$ cat config.mk
export PLATFORM = sky130hd
export DESIGN_NAME = event_packer
export DESIGN_NICKNAME = d
export VERILOG_FILES = /design/src/rtl/event_packer.sv
export SDC_FILE = /design/constraint.sdc
export NUM_CORES = 1
export LEC_CHECK = 0
export CAP_MARGIN = 30
export CORE_MARGIN = 2
export CORE_UTILIZATION = 56
export CTS_CLUSTER_DIAMETER = 80
export DETAILED_ROUTE_END_ITERATION = 10
export PLACE_DENSITY = 0.81
export SKIP_LAST_GASP = 1
export SLEW_MARGIN = 10
export SYNTH_ARGS = -nofsm -noshare
export SYNTH_HDL_FRONTEND = slang
export SYNTH_SLANG_ARGS = --single-unit
$ cat constraint.sdc
create_clock -name clk -period 4.9 [get_ports clk]
set_clock_uncertainty 0.2 [all_clocks]
set_input_delay 0.735 -clock clk [delete_from_list [all_inputs] [get_ports clk]]
set_output_delay 0.735 -clock clk [all_outputs]
set_load 0.1 [all_outputs]
$ cat src/rtl/event_packer.sv
// event_packer: merges per-pixel spike events into channel vectors and
// writes packed {ts, x, y, spikes} words into the conv-layer input FIFO.
module event_packer #(
   parameter int IN_CHANNELS         = 2,
   parameter int IMG_WIDTH           = 32,
   parameter int IMG_HEIGHT          = 32,
   parameter int BITS_PER_COORDINATE = 8,
   parameter int FLUSH_TIMEOUT       = 16,
   localparam int CW = (IN_CHANNELS > 1) ? $clog2(IN_CHANNELS) : 1,
   localparam int DW = 2 * BITS_PER_COORDINATE + IN_CHANNELS + 1
) (
   input  logic                           clk,
   input  logic                           reset,
   input  logic                           in_valid,
   output logic                           in_ready,
   input  logic                           in_is_timestep,
   input  logic [BITS_PER_COORDINATE-1:0] in_x,
   input  logic [BITS_PER_COORDINATE-1:0] in_y,
   input  logic [CW-1:0]                  in_channel,
   output logic                           out_write_enable,
   output logic [DW-1:0]                  out_data,
   input  logic                           out_full_next,
   output logic [15:0]                    dropped_count
);

   localparam int TW = (FLUSH_TIMEOUT > 0) ? $clog2(FLUSH_TIMEOUT + 1) : 1;
   localparam int B  = BITS_PER_COORDINATE;

   typedef enum logic [1:0] {IDLE, ACCUM, EMIT_TS} state_t;

   state_t                 state;
   logic [B-1:0]           pend_x;
   logic [B-1:0]           pend_y;
   logic [IN_CHANNELS-1:0] pend_spikes;
   logic [TW-1:0]          idle_cnt;

   logic                   is_event;
   logic                   coord_ok;
   logic                   same_pix;
   logic                   accept;
   logic                   ev_acc;
   logic                   ts_acc;
   logic                   bad_acc;
   logic                   timeout;
   logic [IN_CHANNELS-1:0] onehot;
   logic [DW-1:0]          pend_word;
   logic [DW-1:0]          ts_word;

   assign is_event = in_valid && !in_is_timestep;
   assign coord_ok = (32'(in_x) < IMG_WIDTH) && (32'(in_y) < IMG_HEIGHT)
                     && (32'(in_channel) < IN_CHANNELS);
   assign same_pix = (state == ACCUM) && (in_x == pend_x) && (in_y == pend_y);
   assign onehot   = IN_CHANNELS'(1) << in_channel;

   assign pend_word = {1'b0, pend_x, pend_y, pend_spikes};
   assign ts_word   = {1'b1, {(DW-1){1'b0}}};

   // Same-pixel merges and drops never write, so they bypass FIFO backpressure.
   always_comb begin
      in_ready = 1'b0;
      if (!reset) begin
         unique case (state)
            IDLE:    in_ready = !out_full_next;
            ACCUM:   in_ready = (is_event && (!coord_ok || same_pix)) || !out_full_next;
            EMIT_TS: in_ready = 1'b0;
            default: in_ready = 1'b0;
         endcase
      end
   end

   assign accept  = in_valid && in_ready;
   assign ev_acc  = accept && is_event && coord_ok;
   assign ts_acc  = accept && in_is_timestep;
   assign bad_acc = accept && is_event && !coord_ok;
   assign timeout = (FLUSH_TIMEOUT != 0) && (idle_cnt == TW'(FLUSH_TIMEOUT));

   always_ff @(posedge clk or posedge reset) begin
      if (reset) begin
         state            <= IDLE;
         pend_x           <= '0;
         pend_y           <= '0;
         pend_spikes      <= '0;
         idle_cnt         <= '0;
         dropped_count    <= '0;
         out_write_enable <= 1'b0;
         out_data         <= '0;
      end else begin
         out_write_enable <= 1'b0;
         if (bad_acc && dropped_count != 16'hFFFF)
            dropped_count <= dropped_count + 16'd1;
         unique case (state)
            IDLE: begin
               idle_cnt <= '0;
               if (ev_acc) begin
                  pend_x      <= in_x;
                  pend_y      <= in_y;
                  pend_spikes <= onehot;
                  state       <= ACCUM;
               end else if (ts_acc) begin
                  out_write_enable <= 1'b1;
                  out_data         <= ts_word;
               end
            end
            ACCUM: begin
               if (ev_acc) begin
                  idle_cnt <= '0;
                  if (same_pix) begin
                     pend_spikes <= pend_spikes | onehot;
                  end else begin
                     out_write_enable <= 1'b1;
                     out_data         <= pend_word;
                     pend_x           <= in_x;
                     pend_y           <= in_y;
                     pend_spikes      <= onehot;
                  end
               end else if (ts_acc) begin
                  // Vector goes first; the marker follows from EMIT_TS.
                  out_write_enable <= 1'b1;
                  out_data         <= pend_word;
                  idle_cnt         <= '0;
                  state            <= EMIT_TS;
               end else if (timeout && !out_full_next) begin
                  out_write_enable <= 1'b1;
                  out_data         <= pend_word;
                  idle_cnt         <= '0;
                  state            <= IDLE;
               end else if (!timeout && FLUSH_TIMEOUT != 0) begin
                  idle_cnt <= idle_cnt + TW'(1);
               end
            end
            EMIT_TS: begin
               if (!out_full_next) begin
                  out_write_enable <= 1'b1;
                  out_data         <= ts_word;
                  state            <= IDLE;
               end
            end
            default: state <= IDLE;
         endcase
      end
   end

endmodule
=== Word-level counts from Yosys, hierarchy flattened ===
Cells that the tools add are included.

* Bits in registers: 61
* Input bits: 22
* Logic and storage cells: 97

* Bitwise logic cells: 1
* Shift operators: 1
* Reductions and logical operators: 25
* Add/sub/neg operators: 2
* Equality and inequality tests: 17
* Mux-type cells: 41
* $lt $le $gt $ge: 2

{| class="wikitable"
|+ Operator list
! cell !! count
|-
| 2-to-1 mux 19 bit || 7
|-
| case mux 19 bit (3 select lines) || 1
|-
| 2-to-1 mux 8 bit || 6
|-
| case mux 8 bit (2 select lines) || 2
|-
| 2-to-1 mux 5 bit || 4
|-
| adder 16 x 1 -> 16 bit, second input constant || 1
|-
| equality test 8 bit || 2
|-
| less-than comparator 8 x 6 -> 1 bit, second input constant || 2
|-
| 2-to-1 mux 2 bit || 8
|-
| inequality test 16 bit, second input constant || 1
|-
| inequality test 2 bit, second input constant || 7
|-
| logical AND 1 bit || 12
|-
| case mux 5 bit (2 select lines) || 1
|-
| 2-to-1 mux 1 bit || 8
|-
| AND reduction 4 bit || 2
|-
| case mux 2 bit (3 select lines) || 1
|-
| AND reduction 6 bit || 1
|-
| adder 5 x 1 -> 5 bit, second input constant || 1
|-
| equality test 5 bit, second input constant || 1
|-
| inequality test 5 x 4 -> 1 bit, second input constant || 1
|-
| inequality test 4 x 3 -> 1 bit, second input constant || 1
|-
| case mux 2 bit (2 select lines) || 1
|-
| zero test 1 bit || 3
|-
| inequality test 3 x 2 -> 1 bit, second input constant || 1
|-
| other kinds (13) || 14
|}

=== Logic depth before layout (Yosys ltp) ===
* Depth after elaboration: 13
* Gate-level depth with buffers: 10
* Gate-level depth less buffers: 8

=== Worst setup path before layout ===
OpenSTA, ideal clock, no wires.

* Path kind: input -> output
* Start: in in_x[1]
* End: out in_ready
* Path buffers: 0
* Arrival: 3.652 ns
* Path slack: 0.313 ns
* Stages: 5
* Required time: 3.965 ns
* Cell sequence: xnor2_1 -> nand4_1 -> nor3_2 -> nand2_1 -> a311oi_1

* Longest elaborated chain between the ends: 8

{| class="wikitable"
|+ RTL lines
! element !! line !! RTL
|-
| start: declaration || 17 || <nowiki>input logic [BITS_PER_COORDINATE-1:0] in_x,</nowiki>
|-
| less-than comparator 8 x 6 -> 1 bit / equality test 8 bit (equally long branches) || 50, 52 ||
|-
| logical AND 1 bit (on tied branches) || 50, 52 ||
|-
| zero test 1 bit / logical AND 1 bit (equally long branches) || 64, 52 ||
|-
| logical OR 1 bit (*) || 64 || <nowiki>ACCUM: in_ready = (is_event && (!coord_ok || same_pix)) || !out_full_next;</nowiki>
|-
| logical AND 1 bit (*) || 64 ||
|-
| logical OR 1 bit (*) || 64 ||
|-
| case mux 1 bit (2 select lines) (*) || 62 || <nowiki>unique case (state)</nowiki>
|-
| 2-to-1 mux 1 bit (*) || 61 || <nowiki>if (!reset) begin</nowiki>
|-
| end: declaration || 15 || <nowiki>output logic in_ready,</nowiki>
|}

Every way passes the cells marked *; elsewhere a longest branch is shown, timed or not.

=== Worst setup path in the final report ===
* Start: in in_y[5]
* End: out in_ready

* Longest elaborated chain between the ends: 8

{| class="wikitable"
|+ RTL lines
! element !! line !! RTL
|-
| start: declaration || 18 || <nowiki>input logic [BITS_PER_COORDINATE-1:0] in_y,</nowiki>
|-
| less-than comparator 8 x 6 -> 1 bit || 50 || <nowiki>assign coord_ok = (32'(in_x) < IMG_WIDTH) && (32'(in_y) < IMG_HEIGHT)</nowiki>
|-
| logical AND 1 bit || 50 ||
|-
| zero test 1 bit || 64 ||
|-
| logical OR 1 bit (*) || 64 ||
|-
| logical AND 1 bit (*) || 64 ||
|-
| logical OR 1 bit (*) || 64 ||
|-
| case mux 1 bit (2 select lines) (*) || 62 ||
|-
| 2-to-1 mux 1 bit (*) || 61 ||
|}

Marks and branches as above.

==> metrics.txt <==
Synth-to-Final Area Change 26.1%; core area 0.00547 mm²; Inserted Diodes 0; Tmin final 3.62 ns; post_cts resized 0; CTS sink cnt 61; Filler cells 415; max cap viols 0; Clock Power Share 25.9%; number of global-route vias before repair 2451; yosys warns 0; DIE WIDTH 79.2 µm; Slew HR 34.0%; DIE AREA 0.00627 mm²; die height 79.2 µm; share of Yosys cell area claimed by the top area cell type 48.2%; Final Hold Vio Count 0; Max Root-Sink Buffers 2; CTS Root Buffer Type clkbuf_8; GRT overflow 0; final std cell area, no fill 0.00399 mm²; Setup crit end kind output pin; Setup violations, final 0; drt pass-1 iters 5; Top FF cell, synth dfrtp_1; reg2reg start state[1]$_DFFE_PP0P_; Mapped Nets 332; Hold Path Origin pend_spikes[0]$_DFFE_PP0P_; Num CTS Buffers 9; Seq/Total Area, Yosys 48.2%; Starting Density 57.8%; RSZ-0062 raised after global routing no; PortBufs 58; sequential share of power 37.5%; # rows 27; r2r setup slk 1.95 ns; critical path required time 3.96 ns; average via count per standard cell 5.36; initial antenna violation count 0; maximum clock frequency 0.276 GHz; PD cells 398 mW/mm²; WL/cell 14.6 µm; io pins 59; GRT Total Usage 23.3%; critical path type input pin to output pin; worst-margin pin slew 0.987 ns; Cell Area, Synth 0.00316 mm²; largest net degree at the start of global routing 41; P_leak 1.68 nW; Net Sw Frac 42.3%; hold_buf cts 0; crit start category input pin; Max VDD drop 0.000553 V; CTS tree done; most frequent cell after synthesis dfrtp_1; Yosys top cell by area dfrtp_1; clock latency on the worst-skew pair 0.34 ns; first-pass GRT wire length 11200 µm; crit path DAT 2.68 ns; DR DRC count 0; share of cells above drive strength 1 10.2%; status finished clean; period utilization 73.9%; EDFF count, synth 0; starting DRC count in detailed routing 188; async set or reset register ratio after synthesis 100%; CP Launch Point in_y[5]; syn_area_per_cell 10.4 µm²; setup TNS 0 ns; clock slew at reported path FFs 0.06 ns; Int Pwr 0.915 mW; Synth top cells by count dfrtp_1, nand2_1, inv_1; Psw 0.671 mW; crit path max fanout 4; Final nets 396; WL final 6460 µm; DP Area 0.00380 mm²; Antenna Violating Nets Remaining 0; Setup Buffers After CTS 0; worst hold path type register to register; Synth Register Bits 61; Vias 2374; top cells by area, synth dfrtp_1, xnor2_1, mux2i_1; # H-tree levels 3; Max Transition Viols Final 0; combinational power share 36.6%; post-DP HPWL 4700 µm; post-synthesis cell type count 47; Post-Synthesis Cells 303; Final Wtd Congestion 0.824
[power groups by stage]
stage	logic [mW]	clock network [mW]	registers, mW
global placement	0.575	0	0.601
floorplan	0.0918	0	0.944
finish	0.580	0.410	0.595
CTS	0.584	0.418	0.596
global route	0.606	0.439	0.605
detailed placement	0.582	0	0.604
[layout by cell type, fill, tap and decap left out, types with 10 or more instances in the layout]
| cell | synthesis | routed |
|---|---|---|
| inv_1 | 27 | 26 |
| clkdlybuf4s50_1 | 0 | 57 |
| nor2b_1 | 10 | 10 |
| clkbuf_8 | 0 | 12 |
| xnor2_1 | 24 | 24 |
| mux2i_1 | 19 | 19 |
| o21ai_0 | 11 | 11 |
| nor2_1 | 12 | 12 |
| nand3_1 | 18 | 18 |
| dfrtp_1 | 61 | 61 |
| nand2_1 | 30 | 30 |
[critical path: stages]
cell,delay (ns)
clkdlybuf4s50_1,0.55
xnor2_1,0.14
nand4_1,0.12
nor3_2,0.30
nand2_1,0.14
a311oi_1,0.35
buf_4,0.35
[worst paths after layout]
| path | endpoint | cells past startpoint |
|---|---|---|
| worst max register to register | out_data[13]$_DFFE_PP0P_ | 9 |
| max in group asynchronous | idle_cnt[1]$_DFFE_PP0P_ | 3 |
| worst max-delay path | in_ready | 7 |
| worst min-delay path | pend_spikes[0]$_DFFE_PP0P_ | 2 |
| worst min register to register | pend_spikes[0]$_DFFE_PP0P_ | 2 |
| min in group asynchronous | dropped_count[14]$_DFFE_PP0P_ | 2 |
[area by class of cell]
| cell class | count | area, µm² | share of cell area [%] |
|---|---|---|---|
| Multi-Input combinational cell | 206 | 1480 | 37.0 |
| Inverter | 27 | 101 | 2.54 |
| Timing Repair Buffer | 62 | 608 | 15.2 |
| Clock buffer | 12 | 165 | 4.14 |
| Sequential cell | 61 | 1530 | 38.3 |
| Tap cell | 72 | 90.1 | 2.26 |
| Clock inverter | 3 | 20.0 | 0.502 |
[cell families after synthesis]
group	after synthesis	share of synthesized area, %
fa+ha+maj	7	2.77
simple gates	100	17.8
mux	31	10.4
xor+xnor	32	8.86
flops	61	48.2
compound gates	36	6.88
buf+inv	36	5.06
[metal layers]
metal / GRT usage (%) / vias to the layer above / share of wire, %
met5: 0 / - / 0
met3: 4.66 / 17 / 4.3
met2: 37.8 / 53 / 48
met4: 12.2 / 0 / 2.7
met1: 29.5 / 1145 / 45
li1: - / 1159 / -
[flip-flops by register name (all words and copies together), names as in the netlist]
name,count
pend_x,8
out_write_enable,1
out_data,19
idle_cnt,5
dropped_count,16
pend_spikes,2
state,2
pend_y,8
[stage by stage]
stage               total power [mW]  setup WS [ns]  utilization, %  hold WS [ns]  std cells
finish                          1.59           1.28            72.9         0.293        443
global route                    1.65           1.15            72.9         0.339        443
CTS                             1.60           1.32            72.9         0.293        443
detailed placement              1.19           1.32            69.5         0.279        428
global placement                1.18           1.36            69.5         0.270        428
floorplan                       1.04          0.313               -         0.257        303
No activity file was read; power rests on OpenSTA's default activity.
